<file path="src/rtl/keypad_pkg.sv">
// Shared constants and bit-vector helpers for the 4x4 keypad scanner.
package keypad_pkg;

    localparam int NUM_COLS = 4;
    localparam int NUM_ROWS = 4;
    localparam int CODE_W   = 4;
    localparam int FRAME_W  = NUM_COLS * NUM_ROWS;
    localparam int STABLE_W = 4;

    // One full-matrix snapshot; bit index = col*NUM_ROWS + row, 1 = pressed.
    typedef logic [FRAME_W-1:0] frame_t;

    // Index of the lowest set bit; 0 when the vector is empty.
    function automatic logic [CODE_W-1:0] lowest_set_idx(input frame_t v);
        logic [CODE_W-1:0] idx;
        idx = '0;
        for (int i = FRAME_W - 1; i >= 0; i--) begin
            if (v[i]) begin
                idx = CODE_W'(i);
            end
        end
        return idx;
    endfunction

    // True when two or more bits are set (clearing the lowest bit leaves something).
    function automatic logic more_than_one(input frame_t v);
        return (v & (v - FRAME_W'(1))) != '0;
    endfunction

endpackage

</file>
<file path="src/rtl/keypad_scanner_if.sv">
// Keypad header and key-report signals bundled between board, scanner and user logic.
interface keypad_scanner_if;
    import keypad_pkg::*;

    logic [NUM_ROWS-1:0] row;          // raw rows, active-low, asynchronous
    logic [NUM_COLS-1:0] col;          // column drive, active-low, one-hot-low
    logic [CODE_W-1:0]   key_code;     // debounced code of the lowest pressed key
    logic                key_down;     // at least one key held
    logic                multi_key;    // more than one key held
    logic                key_press;    // one-clk strobe on a new key
    logic                key_release;  // one-clk strobe when everything is released

    // Scanner side: samples rows, drives columns and the key report.
    modport master (
        input  row,
        output col, key_code, key_down, multi_key, key_press, key_release
    );

    // Board/user side: supplies rows, observes columns and the key report.
    modport slave (
        output row,
        input  col, key_code, key_down, multi_key, key_press, key_release
    );

endinterface

</file>
<file path="src/rtl/scan_tick_gen.sv">
// Free-running divider producing a one-clk scan enable every 2^DIV_BIT cycles.
module scan_tick_gen #(
    parameter int DIV_BIT = 14
) (
    input  logic clk,
    input  logic rst,
    output logic tick
);

    logic [DIV_BIT-1:0] div_q;
    logic [DIV_BIT-1:0] div_d;

    // Next divider value; the natural wrap at all-ones returns it to 0.
    always_comb begin
        div_d = div_q + DIV_BIT'(1);
    end

    // Divider register.
    always_ff @(posedge clk) begin
        if (rst) begin
            div_q <= '0;
        end else begin
            div_q <= div_d;
        end
    end

    // Terminal count marks the scan step.
    assign tick = &div_q;

endmodule

</file>
<file path="src/rtl/keypad_scanner.sv">
// 4x4 key matrix scanner: column-at-a-time drive, whole-frame debounce,
// single-code report with press/release strobes, all in the clk domain.
module keypad_scanner
    import keypad_pkg::*;
#(
    parameter int DIV_BIT    = 14,
    parameter int DEB_FRAMES = 4
) (
    input  logic                    clk,
    input  logic                    rst,
    keypad_scanner_if.master        bus
);

    localparam logic [STABLE_W-1:0] DEB_CNT  = STABLE_W'(DEB_FRAMES);
    localparam logic [1:0]          LAST_COL = 2'(NUM_COLS - 1);

    logic tick;

    // Row synchroniser; idles at all-ones (no key pressed).
    logic [NUM_ROWS-1:0] sync1_q, sync1_d;
    logic [NUM_ROWS-1:0] sync2_q, sync2_d;
    logic [NUM_ROWS-1:0] rs;

    // Scan and debounce state.
    logic [1:0]          col_idx_q, col_idx_d;
    logic [NUM_COLS-1:0] col_q, col_d;
    frame_t              frame_q, frame_d;
    frame_t              prev_q, prev_d;
    logic [STABLE_W-1:0] stable_q, stable_d;
    frame_t              deb_q, deb_d;
    frame_t              frame_now;

    // Registered key report.
    logic [CODE_W-1:0]   key_code_q, key_code_d;
    logic                key_down_q, key_down_d;
    logic                multi_q, multi_d;
    logic                press_q, press_d;
    logic                release_q, release_d;

    scan_tick_gen #(
        .DIV_BIT (DIV_BIT)
    ) u_tick (
        .clk  (clk),
        .rst  (rst),
        .tick (tick)
    );

    // Two-flop synchroniser; rs is active-high pressed.
    always_comb begin
        sync1_d = bus.row;
        sync2_d = sync1_q;
        rs      = ~sync2_q;
    end

    // Per-tick column sampling, column advance and frame-end debounce.
    always_comb begin
        frame_d   = frame_q;
        col_idx_d = col_idx_q;
        col_d     = col_q;
        prev_d    = prev_q;
        stable_d  = stable_q;
        deb_d     = deb_q;

        // Frame including the rows of the column currently driven.
        frame_now = frame_q;
        frame_now[col_idx_q*NUM_ROWS +: NUM_ROWS] = rs;

        if (tick) begin
            // Rows are captured before the column moves, so each column
            // has had a full tick period to settle.
            frame_d   = frame_now;
            col_idx_d = col_idx_q + 2'd1;
            col_d     = ~(NUM_COLS'(1) << col_idx_d);

            if (col_idx_q == LAST_COL) begin
                if (frame_now == prev_q) begin
                    if (stable_q < DEB_CNT) begin
                        stable_d = stable_q + STABLE_W'(1);
                    end
                end else begin
                    stable_d = STABLE_W'(1);
                end
                prev_d = frame_now;

                if ((stable_d == DEB_CNT) && (frame_now != deb_q)) begin
                    deb_d = frame_now;
                end
            end
        end
    end

    // Key report derived from the debounced matrix; the previous report
    // stands in for the old debounced value when forming the strobes.
    always_comb begin
        key_down_d = |deb_q;
        multi_d    = more_than_one(deb_q);
        key_code_d = key_code_q;
        press_d    = 1'b0;
        release_d  = 1'b0;

        if (|deb_q) begin
            key_code_d = lowest_set_idx(deb_q);
            press_d    = !key_down_q || (lowest_set_idx(deb_q) != key_code_q);
        end else begin
            release_d  = key_down_q;
        end
    end

    // State registers; everything returns to the idle, column-0 state.
    always_ff @(posedge clk) begin
        if (rst) begin
            sync1_q    <= '1;
            sync2_q    <= '1;
            col_idx_q  <= '0;
            col_q      <= 4'b1110;
            frame_q    <= '0;
            prev_q     <= '0;
            stable_q   <= '0;
            deb_q      <= '0;
            key_code_q <= '0;
            key_down_q <= 1'b0;
            multi_q    <= 1'b0;
            press_q    <= 1'b0;
            release_q  <= 1'b0;
        end else begin
            sync1_q    <= sync1_d;
            sync2_q    <= sync2_d;
            col_idx_q  <= col_idx_d;
            col_q      <= col_d;
            frame_q    <= frame_d;
            prev_q     <= prev_d;
            stable_q   <= stable_d;
            deb_q      <= deb_d;
            key_code_q <= key_code_d;
            key_down_q <= key_down_d;
            multi_q    <= multi_d;
            press_q    <= press_d;
            release_q  <= release_d;
        end
    end

    assign bus.col         = col_q;
    assign bus.key_code    = key_code_q;
    assign bus.key_down    = key_down_q;
    assign bus.multi_key   = multi_q;
    assign bus.key_press   = press_q;
    assign bus.key_release = release_q;

endmodule
</file>
<file path="src/flat_wrapper.sv">
// flat-port wrapper written by rule: the top's interface ports become plain ports
module keypad_scanner_flat import keypad_pkg::*;
#(
    parameter int DIV_BIT    = 14,
    parameter int DEB_FRAMES = 4
)
  (clk, rst, bus_row, bus_col, bus_key_code, bus_key_down, bus_multi_key, bus_key_press, bus_key_release);
  keypad_scanner_if bus_i ();
  input  logic clk;
  input  logic rst;
  input wire logic [$bits(bus_i.row)-1:0] bus_row;
  output wire logic [$bits(bus_i.col)-1:0] bus_col;
  output wire logic [$bits(bus_i.key_code)-1:0] bus_key_code;
  output wire logic [$bits(bus_i.key_down)-1:0] bus_key_down;
  output wire logic [$bits(bus_i.multi_key)-1:0] bus_multi_key;
  output wire logic [$bits(bus_i.key_press)-1:0] bus_key_press;
  output wire logic [$bits(bus_i.key_release)-1:0] bus_key_release;
  assign bus_i.row = bus_row;
  assign bus_col = bus_i.col;
  assign bus_key_code = bus_i.key_code;
  assign bus_key_down = bus_i.key_down;
  assign bus_multi_key = bus_i.multi_key;
  assign bus_key_press = bus_i.key_press;
  assign bus_key_release = bus_i.key_release;
  keypad_scanner #(.DIV_BIT(DIV_BIT), .DEB_FRAMES(DEB_FRAMES)) u_core (.clk(clk), .rst(rst), .bus(bus_i));
endmodule
</file>
<file path="config.mk">
export PLATFORM = sky130hd
export DESIGN_NAME = keypad_scanner_flat
export DESIGN_NICKNAME = d
export VERILOG_FILES = /design/src/rtl/keypad_pkg.sv /design/src/rtl/keypad_scanner_if.sv /design/src/rtl/scan_tick_gen.sv /design/src/rtl/keypad_scanner.sv /design/src/flat_wrapper.sv
export SDC_FILE = /design/constraint.sdc
export NUM_CORES = 1
export LEC_CHECK = 0
export CAP_MARGIN = 20
export CORE_UTILIZATION = 64
export CTS_BUF_LIST = sky130_fd_sc_hd__clkbuf_8
export DETAILED_ROUTE_END_ITERATION = 16
export MAX_ROUTING_LAYER = met4
export PLACE_DENSITY_LB_ADDON = 0.12
export SLEW_MARGIN = 0
export SYNTH_ARGS = -nofsm -noshare
export SYNTH_HDL_FRONTEND = slang
export SYNTH_HIERARCHICAL = 1
export SYNTH_SLANG_ARGS = --single-unit
</file>
<file path="constraint.sdc">
create_clock -name clk -period 4.76 [get_ports clk]
set_clock_uncertainty 0.2 [all_clocks]
set_input_delay 1.19 -clock clk [delete_from_list [all_inputs] [get_ports clk]]
set_output_delay 1.19 -clock clk [all_outputs]
set_load 0.01 [all_outputs]
</file>
Word-level counts from Yosys, hierarchy flattened

Index checks and enable logic that the tools add are counted.

Bitwise operators: 4
Order comparisons: 1
Equal/unequal tests: 5
Multiplexer cells: 22
Add/sub/neg operators: 5
Reduce and logical (&&, ||, !) cells: 10
Shifts and indexed selects: 3

Operator list:

| kind                                                  | number |
|---|---|
| two-way mux 4 bit                                     | 21 |
| negator 4 -> 34 bit                                   | 1 |
| variable shift 4 x 34 -> 16 bit, first input constant | 1 |
| indexed part select 4 x 34 -> 16 bit                  | 1 |
| OR reduction 17 bit                                   | 1 |
| bitwise AND 16 bit                                    | 1 |
| bitwise mux 16 bit                                    | 1 |
| equality test 16 bit                                  | 1 |
| != test 16 bit                                        | 1 |
| AND reduction 16 bit                                  | 1 |
| nonzero test 16 bit                                   | 1 |
| OR reduction 16 bit                                   | 1 |
| subtractor 16 x 1 -> 16 bit, second input constant    | 1 |
| AND reduction 15 bit                                  | 1 |
| adder 14 x 1 -> 14 bit, second input constant         | 1 |
| AND reduction 14 bit                                  | 1 |
| NOT 4 bit                                             | 2 |
| adder 4 x 1 -> 4 bit, second input constant           | 1 |
| equality test 4 x 3 -> 1 bit, second input constant   | 1 |
| < comparator 4 x 3 -> 1 bit, second input constant    | 1 |
| != test 4 bit                                         | 1 |
| << shifter 1 x 2 -> 4 bit, first input constant       | 1 |
| adder 2 x 1 -> 2 bit, second input constant           | 1 |
| equality test 2 bit, second input constant            | 1 |
| other kinds (5)                                       | 5 |

Bits in registers: 88
Output and inout bits: 12
Bits of input ports: 6
Logic and storage cells: 64

Depth between registers and ports, before layout

Gate-level depths: netlist (run 1).

Word-level depth: 19
Depth in mapped cells: 14
Depth with buffers taken out: 10

Cells and area by module

Netlist (run 1), hierarchy kept.

Modules (own cells, without submodules):

| module         | area an instance (sq um) | sequential area each (sq um) | instances | cells each |
|---|---|---|---|---|
| keypad_scanner | 4226.6                   | 1481.4                       | 1         | 528 |
| scan_tick_gen  | 628.1                    | 280.3                        | 1         | 69 |

Worst setup path after synthesis (run 1)

No wires, ideal clock.

Path kind: register to register
Start point: register u_core.col_idx_q[0]
End point: register u_core.deb_q[6]
Data required time: 4.445 ns
Cell stages (with the launch flop): 14
Clock period less this slack: 3.019 ns
Setup time: 0.115 ns
Path slack: 1.741 ns
Arrival: 2.703 ns
Path buffers: 3
Path through: dfxtp_1 -> buf_4 -> inv_1 -> ha_1 -> buf_2 -> nand2b_4 -> nor3_1 -> a221oi_1 -> a2111oi_0 -> and4_1 -> a31oi_2 -> buf_2 -> a21oi_1 -> nor2_1

Cells in the longest elaborated chain, start to end: 10
Elaborated cells between the ends (all ways): 13
Those cells by class: add/sub (1); eq/ne (4); shift (2); mux (4); reduce/logical (2)

Ends and longest elaborated chain:

| what                                                                                           | line                  | source |
|---|---|---|
| start, declared                                                                                | keypad_scanner.sv:25  | `logic [1:0] col_idx_q, col_idx_d;` |
| start signal, assigned                                                                         | keypad_scanner.sv:128 | `col_idx_q <= col_idx_d;` |
| negator 4 -> 34 bit                                                                            | keypad_scanner.sv:66  | `frame_now[col_idx_q*NUM_ROWS +: NUM_ROWS] = rs;` |
| indexed part select 4 x 34 -> 16 bit / variable shift 4 x 34 -> 16 bit (equally long branches) | keypad_scanner.sv:66  |  |
| bitwise mux 16 bit                                                                             | keypad_scanner.sv:66  |  |
| equality test 16 bit                                                                           | keypad_scanner.sv:76  | `if (frame_now == prev_q) begin` |
| two-way mux 4 bit                                                                              | keypad_scanner.sv:76  |  |
| two-way mux 4 bit                                                                              | keypad_scanner.sv:75  | `if (col_idx_q == LAST_COL) begin` |
| two-way mux 4 bit                                                                              | keypad_scanner.sv:68  | `if (tick) begin` |
| equality test 4 x 3 -> 1 bit                                                                   | keypad_scanner.sv:85  | `if ((stable_d == DEB_CNT) && (frame_now != deb_q)) begin` |
| logical AND 1 bit                                                                              | keypad_scanner.sv:85  |  |
| AND reduction 16 bit (no source line)                                                          | n/a                   |  |
| end signal, assigned                                                                           | keypad_scanner.sv:119 | `deb_q <= '0;` |
| end signal, assigned                                                                           | keypad_scanner.sv:133 | `deb_q <= deb_d;` |
| end, declared                                                                                  | keypad_scanner.sv:30  | `frame_t deb_q, deb_d;` |

Parallel ways exist; a longest one is shown, timed or not. The select of a mux whose other input is x is not followed.
A chain may end at the register's enable or synchronous reset.

Final worst setup path (run 1)

Start point: register u_core.col_idx_q[0]
End point: register u_core.deb_q[14]

The elaborated chain is that of the path after synthesis.

==> results of run 1 <==
==> cells in the mapped netlist, drive strengths merged, types with 9 or more instances <==
cell     n
or2      9
nand2   27
inv     15
xnor2   22
clkbuf  34
nor3    15
xor2    10
a21oi   55
nand3   18
nor4    11
nor2    94
nand2b  14
a41o    15
buf     17
o21ai   14
a211oi  26
dfxtp   88
==> cell type report <==
class | instances | share of cell area [%]
clock buffer | 10 | 2.65
clock inverter | 6 | 2.07
inverter | 15 | 1.08
multi-input combinational | 443 | 53.8
sequential | 88 | 33.9
tap | 99 | 2.38
timing repair buffer | 24 | 4.19
==> stage by stage <==
| step | total power, mW | hold slack, ns |
|---|---|---|
| 2_1_floorplan | 0.814 | 0.189 |
| 3_3_place_gp | 0.819 | 0.192 |
| 3_5_place_dp | 0.821 | 0.194 |
| 4_1_cts | 1.44 | 0.216 |
| 5_1_grt | 1.47 | 0.232 |
| 6_report | 1.42 | 0.216 |
==> placed cells by master (no fill, tap or decap), types with 15 or more instances in the layout <==
| cell | instances |
|---|---|
| xnor2_1 | 22 |
| nor2_1 | 94 |
| nand3_1 | 17 |
| nand2_1 | 25 |
| a21oi_1 | 55 |
| a211oi_1 | 26 |
| inv_1 | 16 |
| a41o_1 | 15 |
| clkdlybuf4s50_1 | 16 |
| dfxtp_1 | 88 |
==> per-layer routing <==
metal	track usage, %	vias up	share of wire, %	wire, um
met2	54.6	192	48	5940
met5	-	-	0	0
met3	5.82	50	6.4	795
met1	40.7	2091	42	5290
li1	-	2118	-	-
met4	15.0	0	3.7	460
==> sequential cells by signal (all words and copies together) (netlist names), 2 cells and up <==
| signal | flops |
|---|---|
| u_core/sync2_q | 4 |
| u_core/col_idx_q | 2 |
| u_core/bus.col | 4 |
| u_core/stable_q | 4 |
| u_core/sync1_q | 4 |
| u_core/prev_q | 16 |
| u_core/frame_q | 16 |
| u_core/deb_q | 16 |
| u_core/u_tick/div_q | 14 |
| u_core/bus.key_code | 4 |
==> critical path: stages, from the launching register on <==
cell and delay (ns):
dfxtp_1 0.67, inv_1 0.17, ha_1 0.56, nor2b_1 0.45, nand2_1 0.09, a31oi_1 0.28
nand4b_1 0.13, nor4_1 0.40, and3_1 0.36, buf_4 0.33, a41o_1 0.21, nor2_1 0.05
==> power groups by stage <==
stage               Sequential (mW)  Combinational, mW  Clock, mW
floorplan                     0.761             0.0529          0
detailed placement            0.764             0.0560          0
global route                  0.748             0.0629      0.662
finish                        0.747             0.0574      0.619
global placement              0.764             0.0550          0
CTS                           0.747             0.0563      0.632
==> path summary, 6_finish.rpt <==
| path | from | end | slack (ns) | cells past startpoint |
|---|---|---|---|---|
| worst max-delay path | u_core/col_idx_q[0]$_SDFFE_PP0P_ | u_core/deb_q[14]$_SDFFE_PP0P_ | 0.74 | 11 |
| worst min-delay path | u_core/sync1_q[1]$_SDFF_PP1_ | u_core/sync2_q[1]$_SDFF_PP1_ | 0.22 | 1 |
| worst max register to register | u_core/col_idx_q[0]$_SDFFE_PP0P_ | u_core/deb_q[14]$_SDFFE_PP0P_ | 0.74 | 11 |
| worst min register to register | u_core/sync1_q[1]$_SDFF_PP1_ | u_core/sync2_q[1]$_SDFF_PP1_ | 0.22 | 1 |
==> cells by family after synthesis <==
family / Yosys count
simple gates: 226
compound gates: 170
flops: 88
buf+inv: 66
xor+xnor: 32
fa+ha+maj: 10
mux: 5
==> results.yml, run 1 <==
placed_design:
  post-dp-hpwl_um: 8850
  gp_congestion: 1.05
  placed_cell_area_sq_um: 4950
  post-place-ws_ns: 0.887
  dp.cells: 669
  portBuffers: 17
setup_path:
  arrival_ns: 4.06
  critPathCaptureType: "flop"
  worstPathMaxFanout: 28
  start_kind: "flop"
  cp.required_ns: 4.80
  critical_path_class: "reg -> reg"
logic_synthesis:
  synth_top_family_by_area: "compound AO/OA/AOI/OAI gates"
  synth_top_area_cell: "dfxtp_1"
  synth_xor_area_share_pct: 5.77
  synthSimpleGateAreaFrac_pct: 24.0
  async_flop_share_pct: 0
  syn_area_sq_um: 4850
  ys_types: 72
  synthMuxAreaShare_pct: 1.08
  synth_edf_count: 0
  netlist_instances: 597
  syn_nets: 610
  synth_top_area_share_pct: 36.3
  ys_seq_elements: 88
  synth_adder_area_share_pct: 2.42
  synth_area_leaders: "dfxtp_1 (36%), nor2_1 (7.3%), a21oi_1 (5.7%)"
  synth_ff_type: "dfxtp_1"
  synth_compound_area_share_pct: 24.1
  avgSynthCellArea_sq_um: 8.13
  synth_warnings: 6
  ys_seq_area_share_pct: 36.3
finish:
  fin_cells: 685
  n_antenna_cell: 0
  fillers: 647
  multiInputGateArea_sq_um: 2800
  syn2layout_area_growth_pct: 7.11
  layout-drive-gt1-share_pct: 8.02
  finish.utilization_pct: 71.3
  register_area_sq_um: 1760
  fin_nets: 594
  fin_area_sq_um: 5200
global_routing:
  antenna_found_initial: 0
  gr-usage-all-layers_pct: 33.6
  grt_first_pass_wirelength_um: 19300
  grt_pass1_vias: 3912
  gr-total-overflow: 0
  grt_max_degree: 52
pwr:
  p_clk_share_pct: 43.5
  intPower_mw: 1.12
  combPwrFrac_pct: 4.0
  p_leak_nw: 1.85
  p_seq_share_pct: 52.5
  irDropWorstVdd_mv: 0.204
  netSwitchingPower_uw: 300
  p_sw_share_pct: 21.1
  cellPowerDensity_nw_per_um2: 274
timing:
  rsz0062_at_grt: "no"
  setup_slack_ns: 0.741
  fmax_mhz: 249
  setup_tns_ns: 0
  hold_viol_final: 0
  finalSetupViolCount: 0
  tightest_slew_ns: 0.909
  slew_headroom_pct: 39.4
  fin_crit_sh_pct: 84.4
  period_needed_ns: 4.02
  final_max_slew_viol_count: 0
routing:
  vias: 4451
  ant_nets: 0
  vias_per_cell: 6.50
  routed_wirelength_um: 12500
  first_pass_iters: 7
  drc_errors: 0
  avgRoutedWirePerCell_um: 18.2
  initialDrtViolationCount: 464
floorplanning:
  dieArea_sq_um: 7940
  core_sq_um: 7290
  die_h_um: 89.1
  row_count: 31
  initial_core_util_pct: 66.6
  io_pins: 18
  die_w_um: 89.1
clock_network:
  tritoncts: "done"
  clock-root-buffer: "clkbuf_8"
  h-tree-depth: 3
  cts_buffer_depth: 2
  postCtsSetupBuffers: 0
  cts.clk_slew.worst_paths_ns: 0.08
  holdBufCountCts: 0
  cts_buffers: 9
  ctsResizeCount: 0
  numClockSinks: 88
  clock_latency_ns: 0.36
status:
  status: "finished, final reports clean"
min_path:
  hold_path.class: "reg -> reg"
flow_run:
  drv_cap: 0
No activity file was read; power rests on OpenSTA's default activity.
==> inputs of run 2 (changes only) <==
CORE_UTILIZATION = 63   (was 64)
clock period = 4.1 ns   (was 4.76 ns; I/O delays follow)
==> run 2 against run 1 <==
Net effect:
- combinational power increased by 29%
- clock power decreased by 15%
- clock-buffer cell count unchanged
- via count about the same
- critical path depth decreased by 1
- non-clock buffer count increased by 5
- worst setup slack got worse by 0.081 ns
- sequential power increased by 16%
- flip-flop and latch count unchanged
- critical path type unchanged
- highest routed layer unchanged
==> results.yml, run 2 (synthesis results as in run 1) <==
finish:
  layout_common_cells: "nor2_1 (94), dfxtp_1 (88), a21oi_1 (55), a211oi_1 (26), nand2_1 (25)"
  fin_area_sq_um: 5180
  finish.utilization_pct: 70.3
  fin_cells: 690
  fin_nets: 599
  fillers: 614
  syn2layout_area_growth_pct: 6.68
  reg.largest.list: "u_core/deb_q: 16 flops, u_core/frame_q: 16 flops, u_core/prev_q: 16 flops"
  layout-drive-gt1-share_pct: 8.29
  n_antenna_cell: 0
  final_common_cell: "nor2_1"
routing:
  vias_per_cell: 6.46
  avgRoutedWirePerCell_um: 18.4
  vias: 4454
  ant_nets: 0
  drc_errors: 0
  routed_wirelength_um: 12700
  initialDrtViolationCount: 538
  first_pass_iters: 6
pwr:
  irDropWorstVdd_mv: 0.273
  intPower_mw: 1.12
  p_clk_share_pct: 35.8
  combPwrFrac_pct: 5.1
  p_sw_share_pct: 23.7
  p_leak_nw: 1.85
  cellPowerDensity_nw_per_um2: 283
  netSwitchingPower_uw: 347
  p_total_mw: 1.47
  p_seq_share_pct: 59.2
placed_design:
  dp.cells: 674
  placed_cell_area_sq_um: 5010
  post-dp-hpwl_um: 8930
  portBuffers: 17
  gp_congestion: 1.02
  post-place-ws_ns: 0.749
clock_network:
  cts_buffers: 9
  tritoncts: "done"
  clock-root-buffer: "clkbuf_8"
  ctsResizeCount: 0
  cts.clk_slew.worst_paths_ns: 0.08
  holdBufCountCts: 0
  numClockSinks: 88
  cts_buffer_depth: 2
  clock_latency_ns: 0.35
  postCtsSetupBuffers: 0
  h-tree-depth: 3
setup_path:
  path_delay_family: "simple AND/OR/NAND/NOR gates"
  arrival_ns: 3.48
  r2r_end: "u_core/deb_q[3]$_SDFFE_PP0P_"
  cp.required_ns: 4.14
  crit_path_cell_trace: "inv_1 -> ha_1 -> and3_1 -> nand2_2 -> and2_4 -> a2111oi_2 -> and3_2 -> a31oi_2 -> a21oi_1 -> nor2_1"
  start_kind: "flop"
  worstRegToRegCells: 10
  cpMaxStageDelayCell: "ha_1"
  critPathCaptureType: "flop"
  timing.rr.start: "u_core/col_idx_q[1]$_SDFFE_PP0P_"
  worst-path-buf-inv: 1
  critical_path_class: "reg -> reg"
  ff2ff_setup_slack_ns: 0.66
  slowest_delay_ns: 0.55
  worstPathMaxFanout: 16
timing:
  fin_crit_sh_pct: 83.9
  timing.hold.ws_ns: 0.211
  tightest_slew_ns: 0.796
  rsz0062_at_grt: "no"
  period_needed_ns: 3.44
  setup_tns_ns: 0
  hold_viol_final: 0
  setup_slack_ns: 0.660
  finalSetupViolCount: 0
  fmax_mhz: 291
  slew_headroom_pct: 46.9
  final_max_slew_viol_count: 0
global_routing:
  gr-total-overflow: 0
  grt_pass1_vias: 4169
  grt_max_degree: 47
  gr-usage-all-layers_pct: 33.9
  antenna_found_initial: 0
  grt_first_pass_wirelength_um: 21200
floorplanning:
  io_pins: 18
  initial_core_util_pct: 65.9
  row_count: 31
  die_w_um: 89.8
  dieArea_sq_um: 8060
  die_h_um: 89.8
  core_sq_um: 7370
min_path:
  hold_path.class: "reg -> reg"
  hold_path_depth: 1
  hold_end: "u_core/sync2_q[3]$_SDFF_PP1_"
  min_from: "u_core/sync1_q[3]$_SDFF_PP1_"
flow_run:
  drv_cap: 0
status:
  status: "finished, final reports clean"
[run 2: cell count changes in the layout (fill, tap and decap cells not counted), sizes merged]
cell,change
clkinvlp,+1
inv,+2
buf,+5
bufinv,-3
[run 2: power by group through the flow]
| stage | registers (mW) | clock network [mW] | logic [mW] |
|---|---|---|---|
| floorplan | 0.883 | 0 | 0.0614 |
| global placement | 0.888 | 0 | 0.0706 |
| detailed placement | 0.888 | 0 | 0.0728 |
| CTS | 0.867 | 0.533 | 0.0732 |
| global route | 0.869 | 0.571 | 0.0817 |
| finish | 0.868 | 0.524 | 0.0741 |
[run 2: worst max-delay path by stage]
stage	start	end	cells past startpoint
after floorplan	u_core/col_idx_q[0]$_SDFFE_PP0P_	u_core/deb_q[6]$_SDFFE_PP0P_	13
after global placement	u_core/col_idx_q[1]$_SDFFE_PP0P_	u_core/deb_q[1]$_SDFFE_PP0P_	10
after detailed placement	u_core/col_idx_q[1]$_SDFFE_PP0P_	u_core/deb_q[3]$_SDFFE_PP0P_	10
after CTS	u_core/col_idx_q[1]$_SDFFE_PP0P_	u_core/deb_q[3]$_SDFFE_PP0P_	10
after global routing	u_core/col_idx_q[1]$_SDFFE_PP0P_	u_core/deb_q[3]$_SDFFE_PP0P_	9
final	u_core/col_idx_q[1]$_SDFFE_PP0P_	u_core/deb_q[3]$_SDFFE_PP0P_	10
[run 2: routing by layer]
metal / up-vias / track usage (%) / routed length [um]
li1: 2125 / - / -
met1: 2076 / 42.2 / 5330
met2: 193 / 52.4 / 5750
met3: 60 / 6.77 / 945
met4: 0 / 16.8 / 661
met5: - / - / 0
[run 2: cell type report]
cell class	instances	area [sq um]	share of cell area (%)
Multi-Input combinational cell	443	2790	53.9
Timing Repair Buffer	29	280	5.41
Sequential cell	88	1760	34.0
Clock buffer	10	138	2.66
Clock inverter	6	28.8	0.556
Inverter	15	56.3	1.09
Tap cell	99	124	2.39
[run 2: worst reg2reg max path: cells and delay by family (launching register included)]
family,cells,cell delay [ns]
AO/OA/AOI/OAI,3,0.99
AND/OR/NAND/NOR,5,1.11
adder cells (fa/ha/maj),1,0.56
flip-flops,1,0.38
buffers and inverters,1,0.09
